**src/rtl/ldm_stm_seq_pkg.sv**
```systemverilog
// Shared definitions for the LDM/STM block-transfer sequencer.
package ldm_stm_seq_pkg;

  localparam int          NUM_REGS   = 16;
  localparam int          REG_IDX_W  = 4;
  localparam logic [31:0] WORD_BYTES = 32'd4;

  typedef enum logic [1:0] {
    ST_IDLE = 2'd0,
    ST_XFER = 2'd1,
    ST_FIN  = 2'd2
  } state_e;

  // Byte footprint of a register list: one word per set bit.
  function automatic logic [31:0] list_bytes(input logic [NUM_REGS-1:0] lst);
    logic [31:0] n;
    n = '0;
    for (int i = 0; i < NUM_REGS; i++) n = n + {31'd0, lst[i]};
    return n * WORD_BYTES;
  endfunction

endpackage

```
**src/rtl/ldm_stm_seq_lsb_prio_enc.sv**
```systemverilog
// Lowest-set-bit priority encoder: index of the lowest 1 plus a valid flag.
module lsb_prio_enc
  import ldm_stm_seq_pkg::*;
(
  input  logic [NUM_REGS-1:0]  vec_i,
  output logic [REG_IDX_W-1:0] idx_o,
  output logic                 valid_o
);

  // Scan high to low so the lowest set bit is the last one to win.
  always_comb begin
    idx_o   = '0;
    valid_o = 1'b0;
    for (int i = NUM_REGS - 1; i >= 0; i--) begin
      if (vec_i[i]) begin
        idx_o   = REG_IDX_W'(i);
        valid_o = 1'b1;
      end
    end
  end

endmodule

```
**src/rtl/ldm_stm_seq.sv**
```systemverilog
// LDM/STM block-transfer sequencer: walks a 16-bit register list in
// ascending order, one memory word per register, increment-after addressing.
module ldm_stm_seq
  import ldm_stm_seq_pkg::*;
(
  input  logic                 CLK,
  input  logic                 RST,
  input  logic                 START,
  input  logic                 IS_LOAD,
  input  logic [NUM_REGS-1:0]  REG_LIST,
  input  logic [31:0]          BASE_ADDR,
  output logic [REG_IDX_W-1:0] RADDR_R,
  input  logic [31:0]          RDATA,
  output logic                 W_EN,
  output logic [REG_IDX_W-1:0] RADDR_W,
  output logic [31:0]          WDATA,
  output logic                 MEM_REQ,
  output logic                 MEM_WE,
  output logic [31:0]          MEM_ADDR,
  output logic [31:0]          MEM_WDATA,
  input  logic [31:0]          MEM_RDATA,
  input  logic                 MEM_ACK,
  output logic                 BUSY,
  output logic                 DONE,
  output logic [31:0]          WB_ADDR
);

  state_e                state_q, state_d;
  logic                  is_load_q, is_load_d;
  logic [NUM_REGS-1:0]   list_q, list_d;
  logic [31:0]           addr_q, addr_d;
  logic [31:0]           wb_q, wb_d;

  logic [REG_IDX_W-1:0]  cur_idx;
  logic                  cur_vld;
  logic [NUM_REGS-1:0]   cur_bit;
  logic                  xfer;

  lsb_prio_enc u_enc (
    .vec_i   (list_q),
    .idx_o   (cur_idx),
    .valid_o (cur_vld)
  );

  assign cur_bit = NUM_REGS'(1) << cur_idx;
  assign xfer    = (state_q == ST_XFER) && cur_vld;

  // Outputs are forced to zero outside an active transfer so idle/reset reads 0.
  assign RADDR_R   = xfer ? cur_idx : '0;
  assign RADDR_W   = xfer ? cur_idx : '0;
  assign MEM_REQ   = xfer;
  assign MEM_WE    = xfer & ~is_load_q;
  assign MEM_ADDR  = xfer ? addr_q : '0;
  assign MEM_WDATA = MEM_WE ? RDATA : '0;
  assign W_EN      = xfer & MEM_ACK & is_load_q;
  assign WDATA     = W_EN ? MEM_RDATA : '0;
  assign BUSY      = (state_q != ST_IDLE);
  assign DONE      = (state_q == ST_FIN);
  assign WB_ADDR   = wb_q;

  // Next-state: latch the job in IDLE, retire one register per ACK in XFER.
  always_comb begin
    state_d   = state_q;
    is_load_d = is_load_q;
    list_d    = list_q;
    addr_d    = addr_q;
    wb_d      = wb_q;
    case (state_q)
      ST_IDLE: begin
        if (START) begin
          is_load_d = IS_LOAD;
          list_d    = REG_LIST;
          addr_d    = BASE_ADDR;
          wb_d      = BASE_ADDR + list_bytes(REG_LIST);
          state_d   = (REG_LIST == '0) ? ST_FIN : ST_XFER;
        end
      end
      ST_XFER: begin
        if (MEM_ACK) begin
          list_d = list_q & ~cur_bit;
          addr_d = addr_q + WORD_BYTES;
          if (list_d == '0) state_d = ST_FIN;
        end
      end
      ST_FIN:  state_d = ST_IDLE;
      default: state_d = ST_IDLE;
    endcase
  end

  // State and job registers; reset abandons any transfer in flight.
  always_ff @(posedge CLK) begin
    if (!RST) begin
      state_q   <= ST_IDLE;
      is_load_q <= 1'b0;
      list_q    <= '0;
      addr_q    <= '0;
      wb_q      <= '0;
    end else begin
      state_q   <= state_d;
      is_load_q <= is_load_d;
      list_q    <= list_d;
      addr_q    <= addr_d;
      wb_q      <= wb_d;
    end
  end

endmodule
```
**config.mk**
```make
export PLATFORM = sky130hd
export DESIGN_NAME = ldm_stm_seq
export DESIGN_NICKNAME = d
export VERILOG_FILES = /design/src/rtl/ldm_stm_seq_pkg.sv /design/src/rtl/ldm_stm_seq_lsb_prio_enc.sv /design/src/rtl/ldm_stm_seq.sv
export SDC_FILE = /design/constraint.sdc
export NUM_CORES = 1
export LEC_CHECK = 0
export CELL_PAD_IN_SITES_DETAIL_PLACEMENT = 1
export CELL_PAD_IN_SITES_GLOBAL_PLACEMENT = 1
export CORE_MARGIN = 8
export CORE_UTILIZATION = 32
export CTS_CLUSTER_DIAMETER = 120
export DETAILED_ROUTE_END_ITERATION = 8
export GPL_TIMING_DRIVEN = 1
export PLACE_DENSITY_LB_ADDON = 0.1
export SLEW_MARGIN = 25
export SYNTH_ARGS = -nofsm -noshare
export SYNTH_HDL_FRONTEND = slang
export SYNTH_SLANG_ARGS = --single-unit
```
**constraint.sdc**
```tcl
create_clock -name CLK -period 13.29 [get_ports CLK]
set_input_delay 2.658 -clock CLK [delete_from_list [all_inputs] [get_ports CLK]]
set_output_delay 2.658 -clock CLK [all_outputs]
set_load 0.01 [all_outputs]
```
==> key figures <==
Status
  • Status: complete, no violations

STA
  • Final setup vio count: 0
  • Post-layout min period: about 8 ns
  • Period Utilization, post-route: 59.9%
  • Fmax: approximately 130 MHz
  • Final-report hold violation count: 0
  • RSZ-0062 raised after global routing: no
  • Worst Max-Slew Pin Slew: a little under 1 ns
  • Setup TNS: 0 ns
  • Slew margin rel.: around a third
  • Fin. max-slew vios: 0
  • Hold Slack: between 0.4 and 0.5 ns
  • Final clock skew: roughly 0.0094 ns

Die
  • Core Region: between 15000 and 20000 µm²
  • Starting Density: between 30% and 40%
  • Row cnt: 49
  • Die Height: about 150 µm
  • Die W: roughly 150 µm
  • I/O Pins: 258
  • Full die area: 23100 µm²

Drt
  • Wire length per cell: 20.7 µm
  • Antenna Nets Post-Route: 0
  • Routed vias/inst: between 5 and 6
  • Vias: about 6600
  • Final WL: around 26000 µm
  • Iter 0 DRT Violations: 308
  • DR pass1 iterations: 5
  • Drt drc: 0

Setup path
  • Critical path type: in2reg
  • Worst setup SP type: primary input
  • FF-to-FF End: state_q[0]$_SDFFE_PN0P_
  • Reg2reg setup slack: 10.74 ns
  • Crit. End Element: register
  • Worst Path Max Fanout: 6
  • Req. time, crit path: roughly 14 ns
  • Worst reg2reg path startpoint: list_q[14]$_SDFFE_PN0P_
  • Arr. time, crit path: about 8.2 ns
  • Register-to-Register Path Depth: 8

Global route
  • Total GRT Usage: between 20% and 30%
  • First-pass GRT wire length: ~40000 µm
  • Grt ovf: 0
  • Number of antenna violations at the first check in global routing: 1
  • Vias in the first global route: 6636
  • Largest net degree at the start of global routing: 63

Synth
  • Average size of a mapped cell: 7.35 µm²
  • Async SR Flop Fraction: 0%
  • Top cell type by total area after synthesis: dfxtp_1
  • Ys Warns: 0
  • Synth Flop Type: dfxtp_1
  • Yosys cell types: 65
  • Seq cells post-synth: 83
  • Syn Std Cell Area: between 5000 and 6000 µm²
  • Yosys top cell area share: 28.1%
  • Syn nets: 944
  • EDFF count, synth: 0
  • Synth top area cells: dfxtp_1 (28%), and2_1 (10%), a21oi_1 (7.6%), nand2_1 (4.8%), nor2_1 (4.8%)
  • Syn Inst Count: between 800 and 900
  • Seq/Total Area, Yosys: roughly 28%

Clock network
  • CTS tree: built
  • Clock Sinks: between 80 and 90
  • Clock Latency Late Sink: between 0.3 and 0.4 ns
  • # Post-CTS Setup Buffers: 0
  • Hold-fix buffers at CTS: 0
  • H-tree level count: 3
  • Worst-path clk slew: 0.07 ns
  • Root Driver: clkbuf_16
  • Total CTS buffers: 9
  • Post-CTS resize count: 0
  • Clk buf depth: 2

Place
  • Post-DP HPWL: a little over 20000 µm
  • Port buffer count: 257
  • GP Congestion: 0.881

Worst hold path
  • Hold Crit Depth: 2
  • Min-Delay Startpoint: WB_ADDR[5]$_SDFFE_PN0P_
  • Hold EP: WB_ADDR[5]$_SDFFE_PN0P_
  • HP Class: reg2reg

Finish
  • Area Growth Syn to Fin: 50.4%
  • Antenna cells: 0
  • Commonest non-fill, non-tap cells in the layout: clkdlybuf4s50_1 (257), and2_1 (98), a21oi_1 (90)
  • Nets: 1161
  • Most common cell after layout, fill and taps aside: clkdlybuf4s50_1
  • Filler instances: 2190
  • Share of cells above drive strength 1: roughly 4.8%

Power and ir drop
  • Peak supply drop: ~0.067 mV
  • PwrDens: between 100 and 150 nW/µm²
  • Leak: 3.26 nW

Flow run
  • # Max-Cap Violations: 0
==> flip-flops by register name, summed over array words and instances (netlist names) <==
register,cells
WB_ADDR,32
addr_q,32
list_q,16
state_q,2
is_load_q,1
==> Yosys cell counts, types with 4 or more instances <==
cell      instances
and2_1           99
a21oi_1          90
dfxtp_1          83
nand2_1          76
nor2_1           76
o21ai_0          53
clkbuf_1         45
inv_1            33
nand3_1          29
a211oi_1         22
xor2_1           18
o22ai_1          13
xnor2_1          13
and3_1           12
ha_1             12
fa_1             11
o221ai_1          9
or3_1             8
o22a_1            7
nand4_1           6
nor3_1            6
nand2b_1          5
nor2b_1           5
a311oi_1          4
buf_2             4
buf_4             4
nor4_2            4
==> per-stage QoR <==
step                      cells  power (mW)  setup WS (ns)  instance area, µm²  util [%]
after floorplan             804       0.691           6.07                5910         -
after detailed placement   1239       0.936           4.99                8580      47.6
final                      1255        1.19           5.33                8890      49.3
after global routing       1255        1.27           4.96                8890      49.3
after CTS                  1255        1.20           5.34                8880      49.3
after global placement     1239       0.923           5.12                8580      47.6
==> kinds of logic after synthesis <==
logic type	after synthesis	synth area share, %
compound gates	231	24.1
buf+inv	91	6.12
fa+ha+maj	23	6.27
flops	83	28.1
xor+xnor	31	4.60
simple gates	344	30.6
mux	1	0.169
==> area by class of cell <==
| cell class | instances | area [µm²] | area share (%) |
|---|---|---|---|
| repair buffers | 262 | 2610 | 29.4 |
| multi-input cells | 630 | 3890 | 43.8 |
| clock buffers | 9 | 225 | 2.53 |
| inverters | 35 | 131 | 1.48 |
| well taps | 229 | 287 | 3.22 |
| flip-flops and latches | 83 | 1670 | 18.7 |
| clock inverters | 7 | 76.3 | 0.859 |
==> critical path, cell delays in order <==
cell and delay (ns):
clkdlybuf4s50_1 0.54, inv_1 0.08, fa_1 0.54, inv_1 0.05
fa_1 0.51, inv_1 0.06, fa_1 0.45, fa_1 0.49
inv_1 0.04, ha_1 0.20, fa_1 0.41, xor2_1 0.16
ha_1 0.33, a21oi_1 0.09, o21bai_1 0.20, a21oi_1 0.21
nor3_1 0.50, nand2b_1 0.12, or3_1 0.32, a311oi_1 0.26
==> worst max path at each step <==
stage / depth (start not counted) / slack (ns) / startpoint / to
final: 20 / 5.33 / REG_LIST[11] / WB_ADDR[22]$_SDFFE_PN0P_
after global routing: 20 / 4.96 / REG_LIST[11] / WB_ADDR[22]$_SDFFE_PN0P_
after CTS: 20 / 5.34 / REG_LIST[11] / WB_ADDR[22]$_SDFFE_PN0P_
after detailed placement: 20 / 4.99 / REG_LIST[11] / WB_ADDR[22]$_SDFFE_PN0P_
after global placement: 20 / 5.12 / REG_LIST[11] / WB_ADDR[31]$_SDFFE_PN0P_
after floorplan: 19 / 6.07 / REG_LIST[11] / WB_ADDR[22]$_SDFFE_PN0P_
==> per-layer routing <==
layer | up-vias | share of wire, % | GRT usage [%]
met5 | - | 0.069 | 0
met4 | 2 | 1.4 | 5.56
met3 | 29 | 5.4 | 4.97
met2 | 212 | 51 | 39.1
met1 | 3144 | 42 | 25.5
li1 | 3234 | - | -
==> power by group <==
group | switching, mW | internal, mW | total [mW]
Combinational | 0.305 | 0.269 | 0.574
Clock | 0.115 | 0.147 | 0.262
Sequential | 0.0581 | 0.293 | 0.351
Total | 0.478 | 0.709 | 1.19
Power figures use the tool's default switching activity.
==> RTL change 1 (same flow settings) <==
Re-encode `state_e` (3 states) as one-hot, 3 bits wide.
--- a/src/rtl/ldm_stm_seq_pkg.sv
+++ b/src/rtl/ldm_stm_seq_pkg.sv
@@ -5,10 +5,10 @@
   localparam int          REG_IDX_W  = 4;
   localparam logic [31:0] WORD_BYTES = 32'd4;
 
-  typedef enum logic [1:0] {
-    ST_IDLE = 2'd0,
-    ST_XFER = 2'd1,
-    ST_FIN  = 2'd2
+  typedef enum logic [2:0] {
+    ST_IDLE = 3'b001,
+    ST_XFER = 3'b010,
+    ST_FIN  = 3'b100
   } state_e;
 
   // Byte footprint of a register list: one word per set bit.
Formal check against the unedited RTL: same outputs for any inputs over 4 cycles, from zero or initial values and one cycle with RST low; so few cycles prove little.
==> RTL change 1 against the unedited design <==
Sequential cell count grew 1; routed wire length grew 2.0%; worst setup slack worse by 33 ps; sequential power shrank 6.3%; synthesized cell count up 2.5%; critical path depth increased by 1; combinational power is 21% lower; cell area rose by 0.68%; total power fell by 12%; area after synthesis rose by 1.3%; critical endpoint is now WB_ADDR[28]$_SDFFE_PN0P_.
==> RTL change 1: results (changes against the unedited design) <==
- The flow ran to the end, and the final reports show no timing, DRC or antenna violations.
- The routed length on met1 is 11.34 mm (+3.7%).
- The end of the worst register-to-register path is state_q[1]$_SDFFE_PN0P_.
- The total global-route track usage was 0.2198 (+0.002233).
- The area enclosed by the die boundary is 0.02334 mm2 (+1.2%).
- The total area of multi-input combinational cells is 0.003884 mm2 (-0.19%).
- The worst setup slack before clock tree synthesis came to 4948 ps (-38.13 ps).
- The net switching share of the total power is 0.3800 (-0.02276).
- The count of multi-input gates is 639 (+1.4%).
- The shortest clock period the worst path allows after layout came to 7993 ps (+32.72 ps).
- The total number of vias came to 6,727 (+1.6%).
- The buffer share of cell area came to 0.2951 (+0.001385).
- The wire length on met2 is 13.87 mm (+4.2%).
- The count of clock buffers in the final design is 11 (+2).
- The total design power is 1.040 mW (-12%).
- The layout net count is 1,181 (+1.7%).
- The worst hold margin came to 453.6 ps (-2.336 ps).
- The combinational gate power was 0.451 mW (-21%).
- In this run the top signal layer used is met4.
- The filler cell count in the final layout is 2,311 (+5.5%).
- The worst min-delay path startpoint is addr_q[1]$_SDFFE_PN0P_.
- The met2 usage in global routing is 0.4055 (+0.01495).
- The number of nets in the synthesized netlist came to 964 (+2.1%).
- The pin slew with the least headroom to its limit came to 927.2 ps (-40.85 ps).
- The global-route met1 utilization is 0.2573 (+0.002516).
- The synthesized instance count is 824 (+2.5%).
- The count of inverters not on the clock network in the layout is 41 (+17%).
- By area the synthesized netlist is led by sky130_fd_sc_hd__dfxtp_1, sky130_fd_sc_hd__and2_1, sky130_fd_sc_hd__a21oi_1, sky130_fd_sc_hd__nor2_1, sky130_fd_sc_hd__o21ai_0.
- After synthesis, the most frequently instantiated cells are sky130_fd_sc_hd__and2_1, sky130_fd_sc_hd__nor2_1, sky130_fd_sc_hd__a21oi_1, sky130_fd_sc_hd__dfxtp_1, sky130_fd_sc_hd__o21ai_0.
## RTL change 1: cell count changes after synthesis, moves of 7 or more
cell / delta
sky130_fd_sc_hd__nor3_1: +13
sky130_fd_sc_hd__nand3_1: -7
sky130_fd_sc_hd__nand4_1: +9
sky130_fd_sc_hd__o221ai_1: -8
sky130_fd_sc_hd__o21ai_0: +11
sky130_fd_sc_hd__o22ai_1: -7
sky130_fd_sc_hd__nor2_1: +15
sky130_fd_sc_hd__o22a_1: -7
sky130_fd_sc_hd__nand2_1: -13
sky130_fd_sc_hd__nor3b_1: +7
## RTL change 1: cells by family after synthesis
logic type      count (synthesis)  share of synthesized area
xor+xnor                       25                    0.03658
buf+inv                       101                    0.07295
flops                          84                     0.2809
fa+ha+maj                      23                    0.06187
simple gates                  362                     0.3192
compound gates                229                     0.2285
==> RTL change 2 (same flow settings) <==
Made on the original files. The package constant `REG_IDX_W` goes from 4 to 3.
--- a/src/rtl/ldm_stm_seq_pkg.sv
+++ b/src/rtl/ldm_stm_seq_pkg.sv
@@ -2,7 +2,7 @@
 package ldm_stm_seq_pkg;
 
   localparam int          NUM_REGS   = 16;
-  localparam int          REG_IDX_W  = 4;
+  localparam int          REG_IDX_W  = 3;
   localparam logic [31:0] WORD_BYTES = 32'd4;
 
   typedef enum logic [1:0] {
Ports: changed (resized RADDR_R and RADDR_W); port bits go from 258 to 256. The function was not compared with the original's and may differ.
==> RTL change 2 against the unedited design <==
Clock power is 8.4% higher; final cell count is 4.5% lower; total power is 9.8% lower; largest power group unchanged; register-to-register slack hardly changed; fmax is 3.5% higher; routed wire length is 4.8% lower; sequential share of layout area is 0.42 points higher; clock skew is 4.3 ps lower; worst setup slack better by 270 ps; cell area is 2.4% lower; area after synthesis is 4.0% lower; core utilization is 0.85 points higher; critical path depth is 3 lower; sequential cell count stayed put.
==> RTL change 2: results (changes against the unedited design) <==
- The run finished with clean final reports.
- The worst path arrival time came to 7960 ps (-260 ps).
- The detailed-router iteration count before antenna repair was 4 (-1).
- The launching element of the worst setup path is REG_LIST[5].
- The worst min-delay path startpoint is addr_q[1]$_SDFFE_PN0P_.
- The worst setup slack before clock tree synthesis is 5267 ps (+280.5 ps).
- The proportion of power drawn by the clock network was 0.265 (+0.044).
- The internal power consumption was 0.6791 mW (-4.2%).
- The number of antenna violations at the first check in global routing came to 0 (-1).
- The highest metal layer with signal wires is met4.
- In the synthesized netlist, the cells that appear most often are sky130_fd_sc_hd__and2_1, sky130_fd_sc_hd__dfxtp_1, sky130_fd_sc_hd__a21oi_1, sky130_fd_sc_hd__nand2_1, sky130_fd_sc_hd__nor2_1.
- The first-pass GRT wire length is 37.42 mm (-7.2%).
- After synthesis, the cell types taking the most area are sky130_fd_sc_hd__dfxtp_1, sky130_fd_sc_hd__and2_1, sky130_fd_sc_hd__a21oi_1, sky130_fd_sc_hd__nand2_1, sky130_fd_sc_hd__fa_1.
- The met3 track demand over resource is 0.04217 (-0.007503).
- The met2 usage in global routing is 0.3891 (-0.001458).
- The wire length on met2 was 12.22 mm (-8.1%).
- The placer's final routability congestion estimate was 0.8628 (-2.1%).
- The instance area at placement was 0.008346 mm2 (-2.8%).
- The maximum net fanout on the critical path is 8 (+2).
- The fraction of layout cells with a size suffix above 1 is 0.04107 (-0.006691).
- The sum of met3 wire segment lengths after detailed routing is 1.328 mm (-5.1%).
- The total global-route track usage is 0.2147 (-0.002944).
- The combinational share of power is 0.439 (-0.044).
- The count of non-filler cells in the finished layout is 1,199 (-4.5%).
- The filler cell count in the final layout was 2,089 (-4.6%).
- The slowest stage of the critical path belongs to the cell sky130_fd_sc_hd__fa_1.
- The switching power total is 0.3925 mW (-18%).
- The pin slew with the least headroom to its limit came to 833.1 ps (-134.9 ps).
- The count of buffers from port buffering came to 255 (-0.78%).
- The maximum cell stage delay along the critical path is 570 ps (+30 ps).
-- RTL change 2: worst paths after layout --
check	end	slack, ps	cells after the start
max	WB_ADDR[31]$_SDFFE_PN0P_	5600	17
min	addr_q[1]$_SDFFE_PN0P_	450	2
max reg2reg	addr_q[30]$_SDFFE_PN0P_	10740	8
min reg2reg	addr_q[1]$_SDFFE_PN0P_	450	2
-- RTL change 2: kinds of logic after synthesis --
logic type,after synthesis,synth area share
buffers and inverters,88,0.06793
AND/OR/NAND/NOR,321,0.2982
AO/OA/AOI/OAI,194,0.2179
multiplexers,3,0.005294
flip-flops,83,0.2929
adder cells (fa/ha/maj),23,0.06528
XOR/XNOR,34,0.05249
-- RTL change 2: cell type report --
| cell class | count | area share |
|---|---|---|
| clock buffers | 11 | 0.02799 |
| clock inverters | 5 | 0.009810 |
| inverters | 35 | 0.01515 |
| multi-input cells | 575 | 0.4201 |
| flip-flops and latches | 83 | 0.1916 |
| well taps | 225 | 0.03246 |
| repair buffers | 265 | 0.3029 |
